==> config.mk <==
export PLATFORM = sky130hd
export DESIGN_NAME = rise_fall_delay_meter
export DESIGN_NICKNAME = d
export VERILOG_FILES = /design/src/rtl/rise_fall_delay_meter.sv
export SDC_FILE = /design/constraint.sdc
export NUM_CORES = 1
export LEC_CHECK = 0
export ABC_AREA = 1
export CORE_MARGIN = 2
export CORE_UTILIZATION = 54
export CTS_BUF_LIST = sky130_fd_sc_hd__clkbuf_8 sky130_fd_sc_hd__clkbuf_16
export DETAILED_ROUTE_END_ITERATION = 7
export GPL_TIMING_DRIVEN = 1
export HOLD_SLACK_MARGIN = 0.15
export PLACE_DENSITY = 0.79
export SYNTH_ARGS = -nofsm -noshare
export SYNTH_HDL_FRONTEND = slang
export SYNTH_SLANG_ARGS = --single-unit
==> constraint.sdc <==
create_clock -name clk -period 1.6 [get_ports clk]
set_input_delay 0.48 -clock clk [delete_from_list [all_inputs] [get_ports clk]]
set_output_delay 0.48 -clock clk [all_outputs]
set_load 0.02 [all_outputs]
==> src/rtl/rise_fall_delay_meter.sv <==
// Rise/fall propagation-delay meter for a delay-modelled gate stage.
// Both inputs go through identical synchronizers so their latency cancels;
// the FSM counts clock cycles between a stimulus edge and the matching
// response edge and also flags swallowed pulses and missing responses.
//
// state     | meaning
// ----------+--------------------------------------------------------
// IDLE      | waiting for a stimulus edge
// WAIT_RISE | stimulus rose, counting until the response rises
// WAIT_FALL | stimulus fell, counting until the response falls
module rise_fall_delay_meter #(
    parameter int CNT_W       = 8,
    parameter int SYNC_STAGES = 2
) (
    input  logic             clk,
    input  logic             rst_n,
    input  logic             enable,
    input  logic             stim_in,
    input  logic             resp_in,
    output logic [CNT_W-1:0] rise_dly,
    output logic [CNT_W-1:0] fall_dly,
    output logic             rise_vld,
    output logic             fall_vld,
    output logic             timeout,
    output logic             swallowed,
    output logic             busy
);

    typedef enum logic [1:0] {
        IDLE      = 2'd0,
        WAIT_RISE = 2'd1,
        WAIT_FALL = 2'd2
    } state_t;

    logic [SYNC_STAGES-1:0] stim_sync_q;
    logic [SYNC_STAGES-1:0] resp_sync_q;
    logic                   stim_prev_q;
    logic                   resp_prev_q;

    state_t                 state_q;
    logic [CNT_W-1:0]       cnt_q;
    logic [CNT_W-1:0]       rise_dly_q;
    logic [CNT_W-1:0]       fall_dly_q;
    logic                   rise_vld_q;
    logic                   fall_vld_q;
    logic                   timeout_q;
    logic                   swallowed_q;

    logic stim_s, resp_s;
    logic stim_rise, stim_fall, resp_rise, resp_fall;

    // Synchronizers plus one history flop per input; they run regardless of enable.
    always_ff @(posedge clk or negedge rst_n) begin
        if (!rst_n) begin
            stim_sync_q <= '0;
            resp_sync_q <= '0;
            stim_prev_q <= 1'b0;
            resp_prev_q <= 1'b0;
        end else begin
            stim_sync_q <= {stim_sync_q[SYNC_STAGES-2:0], stim_in};
            resp_sync_q <= {resp_sync_q[SYNC_STAGES-2:0], resp_in};
            stim_prev_q <= stim_s;
            resp_prev_q <= resp_s;
        end
    end

    assign stim_s    = stim_sync_q[SYNC_STAGES-1];
    assign resp_s    = resp_sync_q[SYNC_STAGES-1];
    assign stim_rise =  stim_s & ~stim_prev_q;
    assign stim_fall = ~stim_s &  stim_prev_q;
    assign resp_rise =  resp_s & ~resp_prev_q;
    assign resp_fall = ~resp_s &  resp_prev_q;

    // Measurement FSM with registered results and one-cycle strobes.
    always_ff @(posedge clk or negedge rst_n) begin
        if (!rst_n) begin
            state_q     <= IDLE;
            cnt_q       <= '0;
            rise_dly_q  <= '0;
            fall_dly_q  <= '0;
            rise_vld_q  <= 1'b0;
            fall_vld_q  <= 1'b0;
            timeout_q   <= 1'b0;
            swallowed_q <= 1'b0;
        end else begin
            rise_vld_q  <= 1'b0;
            fall_vld_q  <= 1'b0;
            timeout_q   <= 1'b0;
            swallowed_q <= 1'b0;
            if (!enable) begin
                state_q <= IDLE;
            end else begin
                case (state_q)
                    IDLE: begin
                        if (stim_rise) begin
                            if (resp_rise) begin
                                rise_dly_q <= '0;
                                rise_vld_q <= 1'b1;
                            end else begin
                                state_q <= WAIT_RISE;
                                cnt_q   <= CNT_W'(1);
                            end
                        end else if (stim_fall) begin
                            if (resp_fall) begin
                                fall_dly_q <= '0;
                                fall_vld_q <= 1'b1;
                            end else begin
                                state_q <= WAIT_FALL;
                                cnt_q   <= CNT_W'(1);
                            end
                        end
                    end
                    WAIT_RISE: begin
                        if (resp_rise) begin
                            rise_dly_q <= cnt_q;
                            rise_vld_q <= 1'b1;
                            state_q    <= IDLE;
                        end else if (stim_fall) begin
                            swallowed_q <= 1'b1;
                            state_q     <= IDLE;
                        end else if (cnt_q == '1) begin
                            timeout_q <= 1'b1;
                            state_q   <= IDLE;
                        end else begin
                            cnt_q <= cnt_q + CNT_W'(1);
                        end
                    end
                    WAIT_FALL: begin
                        if (resp_fall) begin
                            fall_dly_q <= cnt_q;
                            fall_vld_q <= 1'b1;
                            state_q    <= IDLE;
                        end else if (stim_rise) begin
                            swallowed_q <= 1'b1;
                            state_q     <= IDLE;
                        end else if (cnt_q == '1) begin
                            timeout_q <= 1'b1;
                            state_q   <= IDLE;
                        end else begin
                            cnt_q <= cnt_q + CNT_W'(1);
                        end
                    end
                    default: state_q <= IDLE;
                endcase
            end
        end
    end

    assign rise_dly  = rise_dly_q;
    assign fall_dly  = fall_dly_q;
    assign rise_vld  = rise_vld_q;
    assign fall_vld  = fall_vld_q;
    assign timeout   = timeout_q;
    assign swallowed = swallowed_q;
    assign busy      = (state_q != IDLE);

endmodule

==> out/results.ini, run 1 <==
[run_status]
outcome = finished clean

[grt]
grt_pass1_vias = 1527
grt_remaining_overflow = 0
antenna_found_initial = 0
grt_pass1_wl_mm = 7.04
grt_start_max_net_pins = 37
grtUsageTotal_pct = 23.2

[route]
vias = 1628
met2_length_mm = 2.02
m1WireLength_mm = 1.82
firstDrtPassIters = 4
post_drt_wl_per_cell_um = 13.5
vias_per_cell = 5.17
routed.top_layer = met4
routed_wl_mm = 4.25
postRouteAntennaNets = 0
drc = 0
drtIter0Drc = 82
met3_length_um = 280

[final_layout]
final_common_cell = nand2_1
fin_nets = 280
num-fill-cells = 257
final_cell_count_no_fill = 315
num_antenna_cells = 0
syn_to_final_growth_pct = 33.7
seqCellArea_um2 = 901
layout_common_cells = nand2_1 (71), dfrtp_1 (36), inv_1 (24), dlygate4sd2_1 (20), buf_4 (15)
multi_input_area_um2 = 928
drive_above_1_share_pct = 23.8

[synthesis]
synth_area_um2 = 1830
syn-num-nets = 233
yosysWarnings = 0
yosysTopAreaCellShare_pct = 49.2
seq_area_frac_synth_pct = 49.2
synthCells = 221
synth-seq-cells = 36
yosysTopAreaCell = dfrtp_1
syn_area_per_cell_um2 = 8.29
synth_cell_types = 24
ys_top_cells_by_area = dfrtp_1 (49%), nand2_1 (16%), inv_1 (5.3%), ha_1 (4.8%), nand3_1 (3.3%)

[floorplan]
core-area_um2 = 3280
fp.dieArea_um2 = 3870
rows = 21
chipHeight_um = 62.2
io_pins = 26
die_w_um = 62.2
initial_core_util_pct = 55.8

[placement]
io_buffers = 25
gp_congestion = 0.879
hpwl_mm = 2.96
placedCellCount = 307

[hold_path]
holdPathEnd = resp_sync_q[1]$_DFF_PN0_
hold_depth = 0
min-delay-start = resp_sync_q[0]$_DFF_PN0_
hold_path.class = flop to flop

[timing]
worst_pin_slew_ns = 0.458
fin_crit_ns = 1.56
fin_crit_sh_pct = 97.6
drv_slew = 0
clock-skew-final_ns = 0.00642
hold_viol_final = 0
finalSetupViolations = 0
fmax_mhz = 640
whs_ns = 0.348
slew_headroom_pct = 69.4

[power_and_ir_drop]
clkPwrFrac_pct = 28.1
p_comb_share_pct = 29.0
p_int_mw = 1.57
ir_worst_vdd_uv = 874
p_seq_share_pct = 42.9
power_leakage_nw = 1.28
p_per_area_nw_per_um2 = 949
p_sw_share_pct = 32.3
p_switching_uw = 751

[setup_path]
ff2ff_path_depth = 9
cp_data_arrival_time_ns = 1.08
end_kind = primary output
critical_path.max_fanout = 2
rrSetupSlack_ns = 0.04
r2r-end = cnt_q[3]$_DFFE_PN0P_
crit_path_start_kind = flop
r2r-start = stim_sync_q[1]$_DFF_PN0_
path_class = flop to primary output
required_ns = 1.12

[clock_network]
clkTransAtPathRegs_ns = 0.07
post-cts-setup-buffers = 0
numCtsBuffers = 5
cts-root-buf = clkbuf_8
cts_buffer_depth = 2
cts_tree = done
cts_sinks = 36
cts_hold_buf = 0
clkLatencyLatePin_ns = 0.28
h-tree-depth = 2

[job]
maxCapViolations = 0

[Yosys cell counts]
master,instances
buf_6,1
a21oi_1,1
nand3_1,12
nand3_2,3
nand2_1,77
dfrtp_1,36
a21oi_2,1
nand4_2,2
nand2_2,4
nand4_1,3
xor2_1,1
o21ai_0,1
o31ai_2,2
inv_2,3
nor2_1,16
nor3b_1,2
ha_1,7
inv_1,26
o22ai_1,1
xnor2_1,1
o21ai_1,10
o211ai_2,1
o31ai_1,6
nor2_2,4
[metal layers]
| layer | vias to the layer above | track usage [%] |
|---|---|---|
| met2 | 73 | 35.6 |
| li1 | 798 | - |
| met3 | 12 | 5.43 |
| met1 | 745 | 32.2 |
| met4 | 0 | 9.17 |
| met5 | - | 0 |
[sequential cells by signal, summed over array words and instances, names as in the netlist]
register	cells
fall_vld	1
resp_prev_q	1
rise_dly	8
stim_prev_q	1
cnt_q	8
timeout	1
resp_sync_q	2
stim_sync_q	2
rise_vld	1
state_q	2
fall_dly	8
swallowed	1
[worst max-delay path by stage]
stage                                      start                 endpoint  slack [ns]  depth (start not counted)
after global routing      state_q[0]$_DFFE_PN0P_   state_q[0]$_DFFE_PN0P_       -0.03                          9
after global placement                    enable     cnt_q[5]$_DFFE_PN0P_       -0.22                          6
after floorplan           state_q[0]$_DFFE_PN0P_     cnt_q[0]$_DFFE_PN0P_        0.09                          9
final                     state_q[0]$_DFFE_PN0P_                     busy        0.04                          4
after detailed placement                  enable  fall_dly[5]$_DFFE_PN0P_       -0.28                          5
after CTS                 state_q[0]$_DFFE_PN0P_                     busy     -0.0008                          4
[layout make-up]
| type | count | share of cell area (%) |
|---|---|---|
| tap | 46 | 2.35 |
| inverter | 29 | 4.44 |
| sequential | 36 | 36.8 |
| multi-input combinational | 155 | 37.9 |
| clock inverter | 2 | 0.409 |
| clock buffer | 6 | 3.37 |
| timing repair buffer | 41 | 14.8 |
[repair_timing]
action,in CTS,in global routing
pin swaps,2,4
resized for setup,30,25
endpoints found under the setup margin,30,27
[worst max-delay path, stage by stage (launching register included)]
cell and delay, ns:
dfrtp_1 0.39, inv_2 0.09, ha_4 0.14, inv_1 0.05, buf_6 0.13
[per-stage QoR]
step	util [%]	worst slack [ns]	setup TNS (ns)	area, um^2	total power [mW]
floorplan	-	0.0871	0	1830	1.33
global placement	68.8	-0.220	-4.90	2260	1.58
detailed placement	68.8	-0.284	-6.36	2260	1.59
CTS	71.7	-0.000769	-0.000769	2350	2.25
global route	74.6	-0.0299	-0.174	2450	2.45
finish	74.6	0.0376	0	2450	2.33
[power groups by stage]
stage                     clock, mW  combinational (mW)  sequential (mW)
after floorplan                   0               0.287             1.05
after global placement            0               0.572             1.01
after detailed placement          0               0.580             1.01
after CTS                     0.667               0.586            0.997
after global routing          0.712               0.735             1.01
final                         0.653               0.674            0.999
[logic make-up after synthesis]
kind of cell | synth area share (%)
and+or+nand+nor | 29.9
DFF | 49.2
buffers and inverters | 6.56
AOI/OAI and AO/OA | 8.61
adders and majority gates | 4.78
xor gates and xnor gates | 0.956
(Power assumes the default switching activity.)
==> inputs of run 2 (changes only) <==
--- a/config.mk
+++ b/config.mk
@@ -7,12 +7,13 @@
 export LEC_CHECK = 0
 export ABC_AREA = 1
 export CORE_MARGIN = 2
-export CORE_UTILIZATION = 54
+export CORE_UTILIZATION = 55
 export CTS_BUF_LIST = sky130_fd_sc_hd__clkbuf_8 sky130_fd_sc_hd__clkbuf_16
 export DETAILED_ROUTE_END_ITERATION = 7
 export GPL_TIMING_DRIVEN = 1
 export HOLD_SLACK_MARGIN = 0.15
-export PLACE_DENSITY = 0.79
+export PLACE_DENSITY = 0.8
+export SETUP_SLACK_MARGIN = 0.02
 export SYNTH_ARGS = -nofsm -noshare
 export SYNTH_HDL_FRONTEND = slang
 export SYNTH_SLANG_ARGS = --single-unit
==> constraint.sdc (replaced) <==
create_clock -name clk -period 1.9 [get_ports clk]
set_input_delay 0.57 -clock clk [delete_from_list [all_inputs] [get_ports clk]]
set_output_delay 0.57 -clock clk [all_outputs]
set_load 0.02 [all_outputs]
==> run 2 against run 1 <==
Effect of this change:
- clock power up 3%
- count of clock-buffer cells in the layout shrank 1
- sequential power decreased by 14%
- via count is 5.6% lower
- flip-flop and latch count stayed put
- sequential share of layout area grew 2.6 points
- wire length down 10%
- die area down 1.7%
- first-iteration DRC count is 1.2% lower
- clock skew about the same
- setup slack better by 0.023 ns
==> out/results.ini, run 2 (synthesized netlist as in run 1, its figures left out) <==
[run_status]
outcome = finished clean

[placement]
hpwl_mm = 2.80
placedCellCount = 295
io_buffers = 25
gp_congestion = 0.928

[clock_network]
cts_hold_buf = 0
h-tree-depth = 2
clkTransAtPathRegs_ns = 0.08
cts_tree = done
cts_sinks = 36
post-cts-setup-buffers = 0
cts.repair.resized = 2
cts-root-buf = clkbuf_8
clkLatencyLatePin_ns = 0.29
numCtsBuffers = 5
cts_buffer_depth = 2

[job]
maxCapViolations = 0

[route]
routed_wl_mm = 3.82
firstDrtPassIters = 4
drc = 0
post_drt_wl_per_cell_um = 12.6
drtIter0Drc = 81
vias = 1537
vias_per_cell = 5.07
postRouteAntennaNets = 0

[floorplan]
fp.dieArea_um2 = 3810
core-area_um2 = 3100
io_pins = 26
die_w_um = 61.7
initial_core_util_pct = 59.0
rows = 20
chipHeight_um = 61.7

[timing]
slew_headroom_pct = 76.2
fin_setup_tns_ns = 0
fmax_mhz = 544
hold_viol_final = 0
clock-skew-final_ns = 0.00683
rsz0062_at_grt = false
finalSetupViolations = 0
worst_pin_slew_ns = 0.356
fin_crit_ns = 1.84
fin_crit_sh_pct = 96.8
drv_slew = 0

[hold_path]
holdPathEnd = stim_sync_q[1]$_DFF_PN0_
min-delay-start = stim_sync_q[0]$_DFF_PN0_
hold_depth = 0
hold_path.class = flop to flop

[final_layout]
drive_above_1_share_pct = 13.5
num_antenna_cells = 0
num-fill-cells = 260
syn_to_final_growth_pct = 25.0
seqCellArea_um2 = 901
final_common_cell = nand2_1
fin_nets = 270
layout_common_cells = nand2_1 (77), dfrtp_1 (36), inv_1 (26), clkdlybuf4s50_1 (24), nor2_1 (16)
fin_util_pct = 73.8
multi_input_area_um2 = 811
final_cell_count_no_fill = 303

[setup_path]
cp_data_arrival_time_ns = 1.27
cp.buffers_inverters = 1
r2r-end = cnt_q[5]$_DFFE_PN0P_
r2r-start = state_q[0]$_DFFE_PN0P_
critical-path-top-delay-family = buffers and inverters
end_kind = primary output
rrSetupSlack_ns = 0.17
worstPathCellList = clkdlybuf4s50_1
crit_slowest_cell = clkdlybuf4s50_1
path_class = flop to primary output
cp_slowest_stage_delay_ns = 0.61
critical_path.max_fanout = 2
crit_path_start_kind = flop
ff2ff_path_depth = 8
required_ns = 1.33

[grt]
grtUsageTotal_pct = 23.2
antenna_found_initial = 0
grt_pass1_wl_mm = 6.38
grt_remaining_overflow = 0
grt_pass1_vias = 1405
grt_start_max_net_pins = 37

[power_and_ir_drop]
power_leakage_nw = 1.11
p_switching_uw = 589
p_seq_share_pct = 44.5
p_int_mw = 1.35
p_per_area_nw_per_um2 = 846
p_sw_share_pct = 30.4
clkPwrFrac_pct = 34.6
p_comb_share_pct = 21.0
ir_worst_vdd_uv = 482
power_mw = 1.94

[run 2: cell types whose count changed in the layout (fill, tap and decap cells not counted), moves of 3 or more]
cell,previous run,this run
buf_4,15,5
ha_1,3,7
clkdlybuf4s50_1,3,24
dlygate4sd2_1,20,0
nand2_2,9,4
nand2_1,71,77
nor2_1,13,16
[run 2: how the worst max path moves through the flow]
stage,from,end,slack [ns],cells after the start
floorplan,state_q[0]$_DFFE_PN0P_,cnt_q[0]$_DFFE_PN0P_,0.39,9
global placement,enable,cnt_q[5]$_DFFE_PN0P_,-0.03,6
detailed placement,enable,cnt_q[2]$_DFFE_PN0P_,-0.07,6
CTS,state_q[0]$_DFFE_PN0P_,busy,0.04,4
global route,fall_dly[7]$_DFFE_PN0P_,fall_dly[7],0.03,1
finish,rise_dly[3]$_DFFE_PN0P_,rise_dly[3],0.06,1
[run 2: stage by stage]
| step | hold WS [ns] | area (um^2) | setup slack (ns) |
|---|---|---|---|
| global placement | 0.332 | 2180 | -0.0337 |
| floorplan | 0.274 | 1830 | 0.387 |
| finish | 0.351 | 2290 | 0.0611 |
| global route | 0.364 | 2290 | 0.0280 |
| detailed placement | 0.335 | 2180 | -0.0694 |
| CTS | 0.352 | 2290 | 0.0383 |
[run 2: per-layer routing]
layer	part of all wire [%]	vias up	GRT usage, %
met1	49	717	33.7
met2	45	39	34.6
li1	-	776	-
met4	1.4	0	7.90
met5	0	-	0
met3	3.9	5	4.97
[run 2: power groups by stage]
stage / combinational [mW] / sequential [mW] / clock (mW)
after CTS: 0.409 / 0.860 / 0.677
after global placement: 0.407 / 0.873 / 0
after detailed placement: 0.411 / 0.875 / 0
after floorplan: 0.242 / 0.880 / 0
after global routing: 0.458 / 0.867 / 0.705
final: 0.406 / 0.861 / 0.670
[run 2: area by class of cell]
type | count | share of cell area (%)
clock buffers | 5 | 3.01
inverters | 29 | 4.75
flip-flops and latches | 36 | 39.3
repair buffers | 31 | 13.2
well taps | 44 | 2.40
multi-input cells | 155 | 35.4
clock inverters | 3 | 1.86
